**src/rtl/rlight_sequencer.sv**
```systemverilog
// rlight_sequencer: running-light LED sequencer.
//
// Holds the LED pattern, the step prescaler and the mode configuration, all written through a
// single-cycle register port. While enabled, the pattern advances once every PRESCALE + 1
// cycles, either rotating or bouncing between the ends (ping-pong).
//
// Ports:
//   clk_i        system clock
//   rst_ni       asynchronous active-low reset
//   cfg_we_i     register write strobe (single cycle)
//   cfg_addr_i   word index: 0 PATTERN, 1 PRESCALE, 2 CTRL, 3 STATUS (read-only)
//   cfg_wdata_i  write data
//   cfg_rdata_o  read data, combinational from cfg_addr_i, zero-extended
//   led_o        current pattern (registered)
//   step_o       one-cycle pulse alongside every pattern change caused by a step
module rlight_sequencer #(
    parameter int unsigned LED_W        = 8,
    parameter int unsigned CNT_W        = 32,
    parameter int unsigned PRESCALE_RST = 24999999
) (
    input  logic             clk_i,
    input  logic             rst_ni,
    input  logic             cfg_we_i,
    input  logic [1:0]       cfg_addr_i,
    input  logic [31:0]      cfg_wdata_i,
    output logic [31:0]      cfg_rdata_o,
    output logic [LED_W-1:0] led_o,
    output logic             step_o
);

    localparam logic [1:0] AddrPattern  = 2'd0;
    localparam logic [1:0] AddrPrescale = 2'd1;
    localparam logic [1:0] AddrCtrl     = 2'd2;
    localparam logic [1:0] AddrStatus   = 2'd3;

    typedef enum logic [0:0] {StIdle, StRun} state_e;

    state_e           state_q;
    logic [LED_W-1:0] led_q;
    logic [CNT_W-1:0] prescale_q;
    logic [CNT_W-1:0] cnt_q;
    logic             dir_q;       // CTRL.dir as written
    logic             mode_q;      // 0 rotate, 1 ping-pong
    logic             eff_dir_q;   // direction actually used; ping-pong may flip it
    logic             step_q;
    logic [7:0]       step_cnt_q;

    logic wr_pattern, wr_prescale, wr_ctrl, wr_any;
    logic cnt_hit, do_step;

    assign wr_pattern  = cfg_we_i && (cfg_addr_i == AddrPattern);
    assign wr_prescale = cfg_we_i && (cfg_addr_i == AddrPrescale);
    assign wr_ctrl     = cfg_we_i && (cfg_addr_i == AddrCtrl);
    // STATUS writes are ignored entirely and do not disturb stepping.
    assign wr_any      = wr_pattern || wr_prescale || wr_ctrl;

    assign cnt_hit = (cnt_q == prescale_q);
    // A register write in the same cycle takes priority over the step.
    assign do_step = (state_q == StRun) && cnt_hit && !wr_any;

    // Next pattern and direction if a step happens this cycle.
    logic [LED_W-1:0] led_next;
    logic             eff_dir_next;

    always_comb begin
        led_next     = led_q;
        eff_dir_next = eff_dir_q;
        if (!mode_q) begin
            // Rotate: direction always follows CTRL.dir.
            if (dir_q) begin
                led_next = {led_q[0], led_q[LED_W-1:1]};
            end else begin
                led_next = {led_q[LED_W-2:0], led_q[LED_W-1]};
            end
        end else if ((led_q == '0) || (led_q[LED_W-1] && led_q[0])) begin
            // Nothing can move (empty, or both ends occupied): hold pattern and direction.
            led_next = led_q;
        end else if (!eff_dir_q) begin
            if (led_q[LED_W-1]) begin
                eff_dir_next = 1'b1;
                led_next     = led_q >> 1;
            end else begin
                led_next = led_q << 1;
            end
        end else begin
            if (led_q[0]) begin
                eff_dir_next = 1'b0;
                led_next     = led_q << 1;
            end else begin
                led_next = led_q >> 1;
            end
        end
    end

    always_ff @(posedge clk_i or negedge rst_ni) begin
        if (!rst_ni) begin
            state_q    <= StRun;
            led_q      <= LED_W'(1);
            prescale_q <= CNT_W'(PRESCALE_RST);
            cnt_q      <= '0;
            dir_q      <= 1'b0;
            mode_q     <= 1'b0;
            eff_dir_q  <= 1'b0;
            step_q     <= 1'b0;
            step_cnt_q <= 8'd0;
        end else begin
            step_q <= do_step;

            if (wr_pattern) begin
                led_q <= cfg_wdata_i[LED_W-1:0];
            end else if (do_step) begin
                led_q <= led_next;
            end

            if (wr_prescale) begin
                prescale_q <= cfg_wdata_i[CNT_W-1:0];
            end

            if (wr_ctrl) begin
                state_q   <= cfg_wdata_i[0] ? StRun : StIdle;
                dir_q     <= cfg_wdata_i[1];
                mode_q    <= cfg_wdata_i[2];
                eff_dir_q <= cfg_wdata_i[1];
            end else if (do_step) begin
                eff_dir_q <= eff_dir_next;
            end

            if (do_step) begin
                step_cnt_q <= step_cnt_q + 8'd1;
            end

            // Every configuration write restarts the step period.
            if (wr_any || (state_q == StIdle) || cnt_hit) begin
                cnt_q <= '0;
            end else begin
                cnt_q <= cnt_q + CNT_W'(1);
            end
        end
    end

    always_comb begin
        cfg_rdata_o = '0;
        unique case (cfg_addr_i)
            AddrPattern:  cfg_rdata_o[LED_W-1:0] = led_q;
            AddrPrescale: cfg_rdata_o[CNT_W-1:0] = prescale_q;
            AddrCtrl:     cfg_rdata_o[2:0] = {mode_q, dir_q, state_q == StRun};
            AddrStatus: begin
                cfg_rdata_o[0]    = (state_q == StRun);
                cfg_rdata_o[1]    = eff_dir_q;
                cfg_rdata_o[15:8] = step_cnt_q;
            end
            default:      cfg_rdata_o = '0;
        endcase
    end

    assign led_o  = led_q;
    assign step_o = step_q;

    logic unused_wdata;
    assign unused_wdata = ^cfg_wdata_i;

endmodule
```
**config.mk**
```make
export PLATFORM = sky130hd
export DESIGN_NAME = rlight_sequencer
export DESIGN_NICKNAME = d
export VERILOG_FILES = /design/src/rtl/rlight_sequencer.sv
export SDC_FILE = /design/constraint.sdc
export NUM_CORES = 1
export LEC_CHECK = 0
export CAP_MARGIN = 20
export CELL_PAD_IN_SITES_DETAIL_PLACEMENT = 1
export CELL_PAD_IN_SITES_GLOBAL_PLACEMENT = 1
export CORE_MARGIN = 3
export CORE_UTILIZATION = 42
export DETAILED_ROUTE_END_ITERATION = 16
export GPL_TIMING_DRIVEN = 0
export PLACE_DENSITY_LB_ADDON = 0.08
export SYNTH_ARGS = -nofsm -noshare
export SYNTH_HDL_FRONTEND = slang
export SYNTH_SLANG_ARGS = --single-unit
export TNS_END_PERCENT = 10
```
**constraint.sdc**
```tcl
create_clock -name clk_i -period 2.2 [get_ports clk_i]
set_input_delay 0.44 -clock clk_i [delete_from_list [all_inputs] [get_ports clk_i]]
set_output_delay 0.44 -clock clk_i [all_outputs]
set_load 0.005 [all_outputs]
```
# Word level (Yosys, flattened, before mapping)
# Index checks and enable logic that the tools add are counted.
# totals
output_inout_bits	41
elab_cells	59
ff_bits	85
inputBits	37
# op_classes
n_addsub	2
n_eq_ne	6
muxes	22
reduce_logical	19
bitwise	1
# op_table
cell	n
8-bit two-way mux	8
32-bit by 1-bit adder with 32-bit output (second input constant)	1
32-bit equality test	1
32-bit two-way mux	1
16-bit two-way mux	1
8-bit one-hot mux with 2 select lines	1
5-bit one-hot mux with 2 select lines	1
8-bit by 1-bit adder with 8-bit output (second input constant)	1
8-bit zero test	1
1-bit two-way mux	8
2-bit one-hot mux with 4 select lines	1
1-bit logical AND	6
2-bit nonzero test	3
1-bit logical OR	5
2-bit equality test (second input constant)	2
3-bit != test (second input constant)	1
1-bit one-hot mux with 3 select lines	1
3-bit AND reduction	1
2-bit by 1-bit equality test with 1-bit output (second input constant)	1
2-bit zero test	1
2-bit != test (second input constant)	1
2-bit AND reduction	1
1-bit zero test	1
1-bit NOT	1

# Logic depth before layout (Yosys ltp)
# logic_depth
depth_word	8
mapped_depth	8
depth_no_buf	7

# Worst setup path before layout
# Ideal clock, no wire load.
# synth_path
kind	reg-to-reg
startpoint	register led_q[0], in the netlist led_o[0]
endpoint	register led_q[1], in the netlist led_o[1]
synth_period_minus_slack_ps	1970
required_time_ps	2132
path_slack_ps	230
path_stages_with_launch	8
arrival_ps	1902
cell_sequence	dfstp_2 -> buf_2 -> nor4_1 -> a22o_1 -> a21oi_1 -> nand3_2 -> nor4_1 -> a221o_1
# synth_via
elab_chain_len	6
# synth_rtl
element	line_no	text
start, declared	39	logic [LED_W-1:0] led_q;
start signal, assigned	110	led_q <= cfg_wdata_i[LED_W-1:0];
start signal, assigned	112	led_q <= led_next;
8-bit two-way mux (on tied branches)	79, 86	
8-bit two-way mux	78	end else if (!eff_dir_q) begin
8-bit two-way mux	75	end else if ((led_q == '0) || (led_q[LED_W-1] && led_q[0])) begin
8-bit two-way mux	68	if (!mode_q) begin
8-bit two-way mux	111	end else if (do_step) begin
8-bit two-way mux	109	if (wr_pattern) begin
# Several ways; a longest one is shown, not always the timed one. The select of a mux whose other input is x is not followed.
# A chain may end at the register's enable or synchronous reset.

# Final worst setup path
# layout_path
startpoint	register cnt_q[17]
endpoint	register eff_dir_q
# layout_via
elab_chain_len	5
# layout_rtl
element	line_no	text
start, declared	41	logic [CNT_W-1:0] cnt_q;
start signal, assigned	136	cnt_q <= cnt_q + CNT_W'(1);
32-bit equality test	57	assign cnt_hit = (cnt_q == prescale_q);
1-bit logical AND (2 in a row)	59	assign do_step = (state_q == StRun) && cnt_hit && !wr_any;
2-bit nonzero test (no source line)	-	
3-bit AND reduction (no source line)	-	
end signal, assigned	123	eff_dir_q <= cfg_wdata_i[1];
end signal, assigned	125	eff_dir_q <= eff_dir_next;
end, declared	44	logic eff_dir_q;
# No other way between the ends.

==> run summary <==
The flow ran to the end, and the final reports show no timing, DRC or antenna violations. The clock input transition at the sequential cells of the worst setup and hold paths is 0.08 ns. TritonCTS built the clock tree. By startpoint and endpoint, the worst setup path is classified as register to register.

The starting utilization of the core area is 44.2%. Traced cell by cell, the critical path runs through xor2_1 -> nor4_2 -> buf_4 -> nand4_1 -> buf_4 -> nor3_1 -> nand2_1 -> o211ai_1. The classification of the worst-slack hold path is primary input to asynchronous set/reset pin.

Detailed routing inserted a total of 3,741 vias. The total number of H-tree levels came out at 3. The clock buffer count from CTS came out at 9. The width of the chip came out at 112 µm. The number of nets in the synthesized netlist is 484. The number of detailed-route iterations in the first pass is 4. Along the worst path, the maximum fanout reaches 5.

Setup violations remaining at the end of the flow were counted as 0. The via count normalized by instance count came out at 5.42. The total count of hold-check failures in the final report came out at 0. The cell area after technology mapping is 4680 µm². The aggregate negative setup slack came out at 0 ns. The endpoint required time on the critical path came out at 2.47 ns. The leakage component of the power came out at 2.61 nW. The relative slew slack came out at 47.0%. The worst-case register-to-register setup slack is 0.02 ns. The worst setup path endpoint is eff_dir_q. The number of top-level design ports is 78. The final weighted congestion in routability-driven placement is 0.809. The endpoint of the worst register-to-register path is eff_dir_q. The sequential area share after synthesis came out at 45.9%.

The total core area is 10,600 µm². The clock latency on the worst-skew pair came out at 0.37 ns. For this design the ratio of total power to cell area is 639 nW/µm². Setup repair after global routing could not meet its margin everywhere. In the finished design, the share of the clock period the worst path needs comes to 99.0%. The critical path launch point type is a register. The synthesized design contains 85 register bits. The highest clock frequency the design can meet is 459 MHz. The post-synthesis average cell area came out at 10.5 µm². The total of buffers placed on input and output ports came out at 77. The delay of the slowest cell on the worst path is 0.44 ns. In the global route stage, overall resource usage came out at 21.7%. The critical path runs through a total of 8 cells. The number of antenna diodes in the final layout is 0. The number of warnings issued by yosys came out at 0. The clock root buffer is sky130_fd_sc_hd__clkbuf_8.

The cell family with the largest share of critical-path delay is simple AND/OR/NAND/NOR gates. The leading cell type in the layout, fill and taps excluded is sky130_fd_sc_hd__clkdlybuf4s50_1. The detailed-placement wirelength estimate is 9300 µm. In the final routed layout, each cell accounts on average for 18.9 µm. The cell count of the worst reg-to-reg path is 8.

The DRC violation count after routing is 0. STA classifies the critical path endpoint as a register. From synthesis to final layout, the design area changed by 29.5%. In this run the worst setup path begins at cnt_q[17].

The number of antenna violations at the first check in global routing is 0. The die is 112 µm tall. The minimum setup slack after placement came out at -1.09 ns. The post-route netlist has 23.1% of its cells at a drive strength greater than 1. In the layout the commonest cells are 70 x sky130_fd_sc_hd__clkdlybuf4s50_1, 63 x sky130_fd_sc_hd__dfrtp_1, 50 x sky130_fd_sc_hd__nor2_1, 48 x sky130_fd_sc_hd__xor2_1, 38 x sky130_fd_sc_hd__mux2_2.

The setup clock skew after layout is 0.00731 ns. The slowest stage of the critical path is the sky130_fd_sc_hd__dfrtp_1 cell. The clock sink total is 85. Once detail routing completed, the nets flagged for antenna violations numbered 0. The total die area is 12,500 µm². The clock passes through at most 2 buffers.

The start of the worst register-to-register path is cnt_q[17]. The violation count after the first detailed-routing iteration came out at 168. The final critical path time including I/O delays and setup is 2.18 ns. The cell repeated most along the worst path is sky130_fd_sc_hd__buf_4.

The wire length reported by the detailed router came out at 13,000 µm. The total global routing overflow is 0. The total of max-cap violations is 0. The transition time of the tightest slew-check pin is 0.794 ns.

Entering global routing, the biggest net connects 71 pins. The via count of the first global-routing pass was 3,961. The global-route wire length before repair came out at 21,500 µm. The total design power came out at 3.88 mW. The count of pins over their slew limit is 0. The final critical-path setup slack is 0.0231 ns. The number of cells produced by synthesis came out at 445. The signal arrival time at the worst endpoint is 2.45 ns. The worst IR drop on VDD came out at 0.000396 V. The critical path contains buffers and inverters numbering 2 combined. The net total in the final layout is 589. The number of placement rows is 37.

The synthesized netlist contains 45 unique library cells.
-- where the power goes --
part / internal (mW) / switching, mW
logic: 0.508 / 0.424
clock network: 0.431 / 0.562
registers: 1.77 / 0.189
total: 2.70 / 1.17
-- per-layer routing --
layer / vias up / share of wire [%] / track usage, %
li1: 1758 / - / -
met1: 1881 / 44 / 28.2
met2: 84 / 50 / 37.0
met3: 18 / 4.1 / 4.35
met4: 0 / 1.4 / 5.92
met5: - / 0 / 0
-- per-stage QoR --
step / hold slack, ns / instance area [µm²] / utilization [%] / cells
global placement: 0.472 / 5620 / 53.1 / 658
CTS: 0.473 / 5970 / 56.3 / 683
finish: 0.476 / 6070 / 57.2 / 690
detailed placement: 0.332 / 5650 / 53.3 / 660
floorplan: 0.144 / 4680 / - / 445
global route: 0.472 / 6070 / 57.2 / 690
-- kinds of logic (layout without fill, tap and decap cells) --
logic type / Yosys count / in the layout / synth area share, %
XOR/XNOR: 69 / 69 / 12.9
multiplexers: 57 / 57 / 13.5
buffers and inverters: 20 / 129 / 1.84
AND/OR/NAND/NOR: 177 / 177 / 20.8
AO/OA/AOI/OAI: 35 / 35 / 4.49
flip-flops: 85 / 85 / 45.9
adder cells (fa/ha/maj): 2 / 2 / 0.534
-- cell usage after synthesis (all sizes together) --
cell type | count | area, µm²
o211ai | 2 | 15.0
nand3b | 2 | 15.0
or2 | 1 | 6.26
dfrtp | 66 | 1650
o21ai | 16 | 80.1
a22o | 1 | 8.76
buf | 11 | 52.6
nand4 | 11 | 68.8
nor4 | 12 | 115
mux4 | 1 | 22.5
mux2i | 17 | 170
nand2b | 4 | 25.0
xnor2 | 20 | 175
and3 | 9 | 56.3
nor2 | 51 | 194
nor3b | 1 | 7.51
and2 | 17 | 106
xor2 | 49 | 429
a221o | 2 | 20.0
o311ai | 1 | 8.76
a21bo | 1 | 10.0
mux2 | 39 | 439
and4 | 8 | 70.1
nand3 | 17 | 95.1
nor2b | 9 | 56.3
a21oi | 9 | 45.0
clkbuf | 6 | 22.5
ha | 2 | 25.0
dfstp | 19 | 499
nor3 | 5 | 41.3
inv | 3 | 11.3
nand2 | 29 | 109
o22a | 1 | 8.76
a31oi | 1 | 6.26
or3b | 1 | 8.76
a22oi | 1 | 7.51
-- worst min path at each step --
stage,start,to,slack [ns],cells after the start
after floorplan,rst_ni,cnt_q[0],0.14,0
after global placement,step_cnt_q[7],step_cnt_q[7],0.47,1
after detailed placement,rst_ni,step_cnt_q[3],0.33,1
after CTS,rst_ni,step_cnt_q[5],0.47,2
after global routing,rst_ni,step_cnt_q[5],0.47,2
final,rst_ni,step_cnt_q[5],0.48,2
-- sequential cells by signal, summed over array words and instances, names as in the netlist --
register / count
dir_q: 1
eff_dir_q: 1
mode_q: 1
step_o: 1
step_cnt_q: 8
state_q: 1
led_o: 8
prescale_q: 32
cnt_q: 32
-- layout make-up --
class / count / area, µm²
Inverter: 3 / 11.3
Clock buffer: 11 / 141
Clock inverter: 4 / 25.0
Fill cell: 1174 / 4530
Sequential cell: 85 / 2150
Multi-Input combinational cell: 340 / 2510
Timing Repair Buffer: 96 / 945
Tap cell: 136 / 170
Buffer: 15 / 106
-- timing repair --
action	4_1_cts	5_1_grt
resized for setup	30	16
buffers inserted	9	7
endpoints found under the setup margin	106	47
pin swaps	3	10
hold buffers	1	0
gates cloned	0	0
hold endpoints to repair	14	0
Power figures use the tool's default switching activity.
